## src/rtl/layer_stack_compositor_pkg.sv

```systemverilog
// Shared types and constants for the layer stack compositor: palette colour width,
// the "no colour" code, winning-source codes and the palette-to-RGB lookup.
package layer_stack_compositor_pkg;

  localparam int COLOR_WIDTH = 4;

  localparam logic [COLOR_WIDTH-1:0] COLOR_NONE  = 4'd0;
  localparam logic [COLOR_WIDTH-1:0] COLOR_RED   = 4'd1;
  localparam logic [COLOR_WIDTH-1:0] COLOR_GREEN = 4'd2;
  localparam logic [COLOR_WIDTH-1:0] COLOR_BLUE  = 4'd3;

  localparam int SRC_CAMERA     = 0;
  localparam int SRC_CURSOR     = 1;
  localparam int SRC_LAYER_BASE = 2;

  typedef struct packed {
    logic [7:0] r;
    logic [7:0] g;
    logic [7:0] b;
  } rgb_t;

  function automatic rgb_t color_to_rgb(input logic [COLOR_WIDTH-1:0] c);
    rgb_t v;
    case (c)
      4'd1:    v = 24'hff0000;
      4'd2:    v = 24'h00ff00;
      4'd3:    v = 24'h0000ff;
      4'd4:    v = 24'hffff00;
      4'd5:    v = 24'h00ffff;
      4'd6:    v = 24'hff00ff;
      4'd7:    v = 24'hffffff;
      4'd8:    v = 24'h808080;
      4'd9:    v = 24'h800000;
      4'd10:   v = 24'h008000;
      4'd11:   v = 24'h000080;
      4'd12:   v = 24'h808000;
      4'd13:   v = 24'h008080;
      4'd14:   v = 24'h800080;
      4'd15:   v = 24'hc0c0c0;
      default: v = 24'h000000;
    endcase
    return v;
  endfunction

endpackage

```

## src/rtl/layer_stack_compositor_order_table.sv

```systemverilog
// Z-order permutation table: pending order updated by swap-on-write, copied to the
// active order on frame_start (including a same-cycle write).
module layer_order_table #(
  parameter  int NUM_LAYERS = 4,
  localparam int LW         = $clog2(NUM_LAYERS)
) (
  input  logic                           clk,
  input  logic                           reset_n,
  input  logic                           frame_start,
  input  logic                           order_wr,
  input  logic [LW-1:0]                  order_slot,
  input  logic [LW-1:0]                  order_id,
  output logic [NUM_LAYERS-1:0][LW-1:0]  active_order_o
);

  logic [NUM_LAYERS-1:0][LW-1:0] pend_q, pend_d, act_q;

  // Writing an id moves it to the target slot and pushes the displaced id into
  // the slot it came from, so the table never stops being a permutation.
  always_comb begin
    pend_d = pend_q;
    if (order_wr) begin
      for (int t = 0; t < NUM_LAYERS; t++) begin
        if (pend_q[t] == order_id) pend_d[t] = pend_q[order_slot];
      end
      pend_d[order_slot] = order_id;
    end
  end

  always_ff @(posedge clk or negedge reset_n) begin
    if (!reset_n) begin
      for (int i = 0; i < NUM_LAYERS; i++) begin
        pend_q[i] <= LW'(i);
        act_q[i]  <= LW'(i);
      end
    end else begin
      pend_q <= pend_d;
      if (frame_start) act_q <= pend_d;
    end
  end

  assign active_order_o = act_q;

endmodule

```

## src/rtl/layer_stack_compositor.sv

```systemverilog
// Composites camera, cursor and NUM_LAYERS palette layers into one RGB pixel.
// Fixed 3-cycle latency, no backpressure; config is double-buffered and commits on frame_start.
module layer_stack_compositor
  import layer_stack_compositor_pkg::*;
#(
  parameter  int WIDTH      = 640,
  parameter  int HEIGHT     = 480,
  parameter  int NUM_LAYERS = 4,
  localparam int LW         = $clog2(NUM_LAYERS),
  localparam int XW         = $clog2(WIDTH),
  localparam int YW         = $clog2(HEIGHT),
  localparam int SW         = LW + 2
) (
  input  logic                              clk,
  input  logic                              reset_n,
  input  logic                              frame_start,
  input  logic                              order_wr,
  input  logic [LW-1:0]                     order_slot,
  input  logic [LW-1:0]                     order_id,
  input  logic [NUM_LAYERS-1:0]             visible_mask,
  input  logic                              cursor_visible,
  input  logic                              in_valid,
  input  logic [XW-1:0]                     in_x,
  input  logic [YW-1:0]                     in_y,
  input  logic [NUM_LAYERS*COLOR_WIDTH-1:0] layer_colors,
  input  logic [COLOR_WIDTH-1:0]            cursor_color,
  input  logic [7:0]                        camera_r,
  input  logic [7:0]                        camera_g,
  input  logic [7:0]                        camera_b,
  output logic                              out_valid,
  output logic [XW-1:0]                     out_x,
  output logic [YW-1:0]                     out_y,
  output logic [7:0]                        out_r,
  output logic [7:0]                        out_g,
  output logic [7:0]                        out_b,
  output logic [SW-1:0]                     out_src
);

  logic [NUM_LAYERS-1:0][LW-1:0] act_order;

  layer_order_table #(.NUM_LAYERS(NUM_LAYERS)) u_order (
    .clk            (clk),
    .reset_n        (reset_n),
    .frame_start    (frame_start),
    .order_wr       (order_wr),
    .order_slot     (order_slot),
    .order_id       (order_id),
    .active_order_o (act_order)
  );

  // Visibility shadows: pending sampled every cycle, active loaded on commit.
  logic [NUM_LAYERS-1:0] pvis_q, avis_q;
  logic                  pcur_q, acur_q;

  always_ff @(posedge clk or negedge reset_n) begin
    if (!reset_n) begin
      pvis_q <= '0;
      avis_q <= '0;
      pcur_q <= 1'b0;
      acur_q <= 1'b0;
    end else begin
      pvis_q <= visible_mask;
      pcur_q <= cursor_visible;
      if (frame_start) begin
        avis_q <= pvis_q;
        acur_q <= pcur_q;
      end
    end
  end

  // S1: gate each slot's colour by the active config and capture the slot ids,
  // so in-flight pixels are immune to later commits.
  logic [NUM_LAYERS-1:0][COLOR_WIDTH-1:0] s1_col_d, s1_col_q;
  logic [NUM_LAYERS-1:0][LW-1:0]          s1_id_q;
  logic [COLOR_WIDTH-1:0]                 s1_cur_q;
  logic                                   s1_vld_q;
  logic [XW-1:0]                          s1_x_q;
  logic [YW-1:0]                          s1_y_q;
  rgb_t                                   s1_cam_q;

  always_comb begin
    s1_col_d = '0;
    for (int s = 0; s < NUM_LAYERS; s++) begin
      s1_col_d[s] = avis_q[act_order[s]]
                  ? layer_colors[int'(act_order[s])*COLOR_WIDTH +: COLOR_WIDTH]
                  : COLOR_NONE;
    end
  end

  always_ff @(posedge clk or negedge reset_n) begin
    if (!reset_n) begin
      s1_vld_q <= 1'b0;
      s1_x_q   <= '0;
      s1_y_q   <= '0;
      s1_cam_q <= '0;
      s1_cur_q <= COLOR_NONE;
      s1_col_q <= '0;
      s1_id_q  <= '0;
    end else begin
      s1_vld_q <= in_valid;
      s1_x_q   <= in_x;
      s1_y_q   <= in_y;
      s1_cam_q <= {camera_r, camera_g, camera_b};
      s1_cur_q <= acur_q ? cursor_color : COLOR_NONE;
      s1_col_q <= s1_col_d;
      s1_id_q  <= act_order;
    end
  end

  // S2: cursor beats every layer; otherwise the lowest (topmost) non-empty slot wins.
  logic [COLOR_WIDTH-1:0] s2_col_d, s2_col_q;
  logic [SW-1:0]          s2_src_d, s2_src_q;
  logic                   s2_vld_q;
  logic [XW-1:0]          s2_x_q;
  logic [YW-1:0]          s2_y_q;
  rgb_t                   s2_cam_q;

  always_comb begin
    s2_col_d = COLOR_NONE;
    s2_src_d = SW'(SRC_CAMERA);
    for (int s = NUM_LAYERS - 1; s >= 0; s--) begin
      if (s1_col_q[s] != COLOR_NONE) begin
        s2_col_d = s1_col_q[s];
        s2_src_d = SW'(SRC_LAYER_BASE) + SW'(s1_id_q[s]);
      end
    end
    if (s1_cur_q != COLOR_NONE) begin
      s2_col_d = s1_cur_q;
      s2_src_d = SW'(SRC_CURSOR);
    end
  end

  always_ff @(posedge clk or negedge reset_n) begin
    if (!reset_n) begin
      s2_vld_q <= 1'b0;
      s2_x_q   <= '0;
      s2_y_q   <= '0;
      s2_cam_q <= '0;
      s2_col_q <= COLOR_NONE;
      s2_src_q <= '0;
    end else begin
      s2_vld_q <= s1_vld_q;
      s2_x_q   <= s1_x_q;
      s2_y_q   <= s1_y_q;
      s2_cam_q <= s1_cam_q;
      s2_col_q <= s2_col_d;
      s2_src_q <= s2_src_d;
    end
  end

  // S3: palette lookup; output data registers hold through bubbles.
  rgb_t s3_rgb_d;

  always_comb begin
    s3_rgb_d = (s2_src_q == SW'(SRC_CAMERA)) ? s2_cam_q : color_to_rgb(s2_col_q);
  end

  always_ff @(posedge clk or negedge reset_n) begin
    if (!reset_n) begin
      out_valid <= 1'b0;
      out_x     <= '0;
      out_y     <= '0;
      out_r     <= '0;
      out_g     <= '0;
      out_b     <= '0;
      out_src   <= '0;
    end else begin
      out_valid <= s2_vld_q;
      if (s2_vld_q) begin
        out_x   <= s2_x_q;
        out_y   <= s2_y_q;
        out_r   <= s3_rgb_d.r;
        out_g   <= s3_rgb_d.g;
        out_b   <= s3_rgb_d.b;
        out_src <= s2_src_q;
      end
    end
  end

endmodule

```

## config.mk

```make
export PLATFORM = sky130hd
export DESIGN_NAME = layer_stack_compositor
export DESIGN_NICKNAME = d
export VERILOG_FILES = /design/src/rtl/layer_stack_compositor_pkg.sv /design/src/rtl/layer_stack_compositor_order_table.sv /design/src/rtl/layer_stack_compositor.sv
export SDC_FILE = /design/constraint.sdc
export NUM_CORES = 1
export LEC_CHECK = 0
export CAP_MARGIN = 20
export CORE_MARGIN = 2
export CORE_UTILIZATION = 52
export DETAILED_ROUTE_END_ITERATION = 10
export GPL_ROUTABILITY_DRIVEN = 0
export PLACE_DENSITY = 0.79
export SLEW_MARGIN = 5
export SYNTH_ARGS = -nofsm -noshare
export SYNTH_HDL_FRONTEND = slang
export SYNTH_SLANG_ARGS = --single-unit
```

## constraint.sdc

```tcl
create_clock -name clk -period 2.5 [get_ports clk]
set_clock_uncertainty 0.05 [all_clocks]
set_input_delay 0.375 -clock clk [delete_from_list [all_inputs] [get_ports clk]]
set_output_delay 0.375 -clock clk [all_outputs]
set_load 0.01 [all_outputs]
```

# Yosys cells after proc, flatten, opt, wreduce, memory -nomap -nowiden
# Memory sizes are Yosys's and may differ from the RTL's.
# Index checks and enable logic that the tools add are counted.
# W data, S select, Z words.
# word_totals
elab_cells	106
memories	1
rom_bits	384
ram_bits	0
inputBits	77
regBits	198
out_inout_bits	48
latch_bits	0
# classes
mul	0
n_addsub	4
magnitude_cmp	6
n_eq_ne	4
n_div	0
n_bitwise	0
reduce_logical	7
n_mux	38
shift	4
# memory_table
name	depth	word_bits	read_ports	rd_ports_with_merged_regs	wr	line	source
(no name shown)	16	24	1	0	0	layer_stack_compositor_pkg.sv:24	case (c)
# op_table
op	count
$shiftx A16 B5 Y4	4
$mux W4	14
$mux W24	1
$mux W2	10
$reduce_bool A4 Y1	5
$lt A2 B3 Y1 const B	5
$add A2 B2 Y3 const A	4
$bmux W1 S2	4
$bwmux W8	1
$eq A2 B2 Y1	4
$mux W8	1
$bmux W2 S2	1
$demux W2 S2	1
$logic_not A4 Y1	1
$mux W1	4
$mux W3	1
$ge A2 B1 Y1 const B	1
$logic_and A1 B1 Y1	1

# Longest topological paths before layout
# logic_depth
ltp_word	6
depth_mapped	6

# Cells and area by module
# From an unflattened synthesis, not the netlist that was laid out.
# unflattened
hier_cells	517
hier_area_um2	7350.8
# by_module_without_submodules
mod	area_per_inst_um2	cells_per_inst	n_inst
layer_stack_compositor	6313.6	405	1
layer_order_table	1037.2	112	1

# Least setup slack after synthesis
# No wires, ideal clock.
# synth_timing
path_type	in2reg
from	input port order_slot[1]
to	register u_order.act_q, in the netlist u_order.active_order_o[6]
setup_ns	0.082
slack_ns	0.662
t_arrival_ns	1.706
stages	5
t_required_ns	2.368
path_cell_list	clkbuf_1 mux4_2 and4_1 a311o_1 mux2_2
# synth_rtl
element	line	source
from (decl)	layer_stack_compositor.sv:18	input logic [LW-1:0] order_slot,
to (signal, indexed assignment)	layer_stack_compositor_order_table.sv:34	act_q[i] <= LW'(i);
to (signal assigned)	layer_stack_compositor_order_table.sv:38	if (frame_start) act_q <= pend_d;
to (decl)	layer_stack_compositor_order_table.sv:16	logic [NUM_LAYERS-1:0][LW-1:0] pend_q, pend_d, act_q;

==> impl_results.md <==
* Switching share of power at 27.8%
* Critical Path RT at 2.80 ns
* Endpoint type of the worst setup path: flop
* Die area at 14900 µm²
* Syn Area/Cell at 14.3 µm²
* Worst-path maximum fanout at 5
* Clk pin slew, worst setup/hold paths at about 0.06 ns
* Vias per inst at approximately 5.4
* Gr usage total at 20.9%
* Synth top area share at 64.7%
* Drt total wl at 14800 µm
* Layout cells sized above 1 at 18.2%
* RSZ-0062 raised after global routing: no
* Max-cap violations at 0
* Clk Latency, worst-skew pair at 0.42 ns
* Worst setup path endpoint: u_order.active_order_o[7]$_DFFE_PN1P_
* IO Count at 125
* Switch Pwr at 0.00277 W
* Initial DRC count at 239
* Area delta synth->final at 30.4%
* Post-DP HPWL at roughly 10000 µm
* Port Buffers at 123
* CTS tree: built
* Core ar. at 13800 µm²
* Min Hold Slack at between 0.2 and 0.3 ns
* First-pass GRT wire length at 23600 µm
* Remaining Overflow, GRT at 0
* Count of different cell masters after synthesis at 49
* Nets@finish at 732
* DRT Pass-1 Iters at 4
* Diode count at 0
* Fin. Hold Viols at 0
* Leak at slightly above 4 nW
* Clock Tree Buf Depth at 2
* CTS Buf Count at 17
* Worst reg-to-reg setup slack at 0.60 ns
* Die height at 122 µm
* Ranking of synthesized cells by area: dfrtp_1 (65%), mux4_2 (6.8%), mux2_2 (5.0%), a21oi_1 (2.9%), dfstp_2 (2.9%)
* Cell Area, Placed at just under 9000 µm²
* Cell internal pwr at 0.00719 W
* FILL cells at 953
* Slew of the pin with the lowest slew margin at 0.582 ns
* Combinational Power Share at approximately 26%
* DRC viols at 0
* Highest clock rate at 0.486 GHz
* Seq/Total Area, Yosys at roughly two thirds
* Antenna-violating nets left at 0
* Post-route design area at about 9500 µm²
* Routed length per instance at between 15 and 20 µm
* Initial Utilization at 52.8%
* Pins Over Slew Limit at 0
* Power Dens Cells at 1050 nW/µm²
* Mapped Area at 7270 µm²
* Post-CTS resize count at 0
* Cells after Synth at 510
* Finish-stage setup viols at 0
* Fin crit share at 82.3%
* Status: finished clean
* Setup CP Type: input port to flop
* Clock Sinks at 196
* CP startpoint kind: input port
* H-tree depth at 4
* Clock Root Buffer: clkbuf_16
* Antenna violations before repair at 0
* Synth warn at 0
* RR Startpoint: u_order.pend_q[1]$_DFF_PN0_
* Crit path from: order_slot[0]
* Number of global-route vias before repair at 4793
* Most common cell after layout, fill and taps aside: dfrtp_1
* Asr flop ratio synth at 100%
* R2r endpoint: u_order.active_order_o[7]$_DFFE_PN1P_
* Die width at ~120 µm
* Reg2reg path depth at 4
* Most frequent cells in the layout: dfrtp_1 (187), clkdlybuf4s50_1 (122), a21oi_1 (42)
* Largest net degree at the start of global routing at 75
* Post-synth top area cell: dfrtp_1
* Hold WC Path Type: flop to flop
* FF+latch count, synth at between 150 and 200
* Primary FF master, synth: dfrtp_1
* Seq pwr share at 44.4%
* Critical Path AT at between 2 and 2.5 ns
* Syn nets at 594
* Tot Pwr at 0.00997 W
* Period minus WS final at a little over 2 ns
* Slew HR at 61.2%
* Vias at 4509
* Setup tns final at 0 ns
* Core Rows at between 40 and 50
* Maximum vdd ir drop at 604 µV
* EDFF count, synth at 0
* Clk pwr share at between 30% and 40%
[cell type report]
| type | count | area (µm²) | share of cell area [%] |
|---|---|---|---|
| Tap cell | 180 | 225 | 2.38 |
| Sequential cell | 196 | 4920 | 51.9 |
| Inverter | 11 | 41.3 | 0.436 |
| Timing Repair Buffer | 143 | 1410 | 14.9 |
| Clock inverter | 9 | 201 | 2.13 |
| Multi-Input combinational cell | 279 | 2220 | 23.4 |
| Clock buffer | 21 | 460 | 4.86 |
[how the worst min path moves through the flow]
stage,start,endpoint,slack [ns],cells past startpoint
after floorplan,reset_n,acur_q$_DFFE_PN0P_,0.03,0
after global placement,s1_cam_q[16]$_DFF_PN0_,s2_cam_q[16]$_DFF_PN0_,0.28,0
after detailed placement,s1_x_q[0]$_DFF_PN0_,s2_x_q[0]$_DFF_PN0_,0.28,0
after CTS,s1_cam_q[11]$_DFF_PN0_,s2_cam_q[11]$_DFF_PN0_,0.30,0
after global routing,s1_cam_q[11]$_DFF_PN0_,s2_cam_q[11]$_DFF_PN0_,0.30,0
final,s1_x_q[5]$_DFF_PN0_,s2_x_q[5]$_DFF_PN0_,0.30,0
[critical path: stages]
cell and delay (ns):
clkdlybuf4s50_1 0.58, mux4_2 0.58, and4_4 0.21, a311o_1 0.33, mux2_2 0.27
[cells by family after synthesis]
group                      Yosys count  share of synthesized area, %
and+or+nand+nor                    112                          7.76
adders and majority gates            7                          1.20
xor gates and xnor gates             8                         0.964
AOI/OAI and AO/OA                   95                          8.47
buffers and inverters               35                          1.91
muxes                               56                          12.0
DFF                                196                          67.6
other                                1                        0.0516
[what timing repair did]
item | CTS | global route
hold buffers | 1 | 0
setup buffers | 0 | 0
endpoints found under the hold margin | 65 | 0
[per-layer routing]
layer | track usage (%) | vias up | wire length (µm)
li1 | - | 2077 | -
met1 | 24.8 | 2283 | 5860
met2 | 37.3 | 133 | 7960
met3 | 5.20 | 16 | 811
met4 | 7.04 | 0 | 170
met5 | 0 | - | 0
[synthesized netlist by cell type (4+ instances only)]
master / instances
nor2b_1: 5
mux4_2: 22
nor2_1: 36
nand2b_1: 5
a21o_1: 6
a21oi_1: 42
a211oi_1: 5
inv_1: 11
ha_1: 7
o21ai_0: 9
and2_1: 21
nand3_1: 4
clkbuf_1: 20
xnor2_1: 7
dfrtp_1: 188
mux2_2: 32
nor4_1: 5
dfstp_2: 8
nand2_1: 22
[stage by stage]
step	worst slack, ns	std cells	util (%)
2_1_floorplan	0.662	510	-
3_3_place_gp	0.0539	808	63.9
3_5_place_dp	0.00336	808	63.9
4_1_cts	0.456	839	68.8
5_1_grt	0.406	839	68.8
6_report	0.443	839	68.8
[state kept, by name, summed over array words and instances (netlist names), 3 cells and up]
register	cells
s1_id_q	8
avis_q	4
out_x	10
s2_y_q	9
s2_cam_q	24
s1_col_q	16
u_order.pend_q	8
s2_x_q	10
s1_cur_q	4
out_r	8
out_y	9
out_b	8
pvis_q	4
s2_src_q	3
u_order.active_order_o	8
out_g	8
s1_y_q	9
s2_col_q	4
s1_x_q	10
s1_cam_q	24
out_src	3
[power by group through the flow]
stage,combinational (W),sequential [W],clock [W]
after global placement,0.00243,0.00442,0
after detailed placement,0.00254,0.00447,0
after global routing,0.00280,0.00451,0.00318
after floorplan,0.00152,0.00430,0
after CTS,0.00257,0.00443,0.00305
final,0.00256,0.00442,0.00299
No activity file was read; power rests on OpenSTA's default activity.
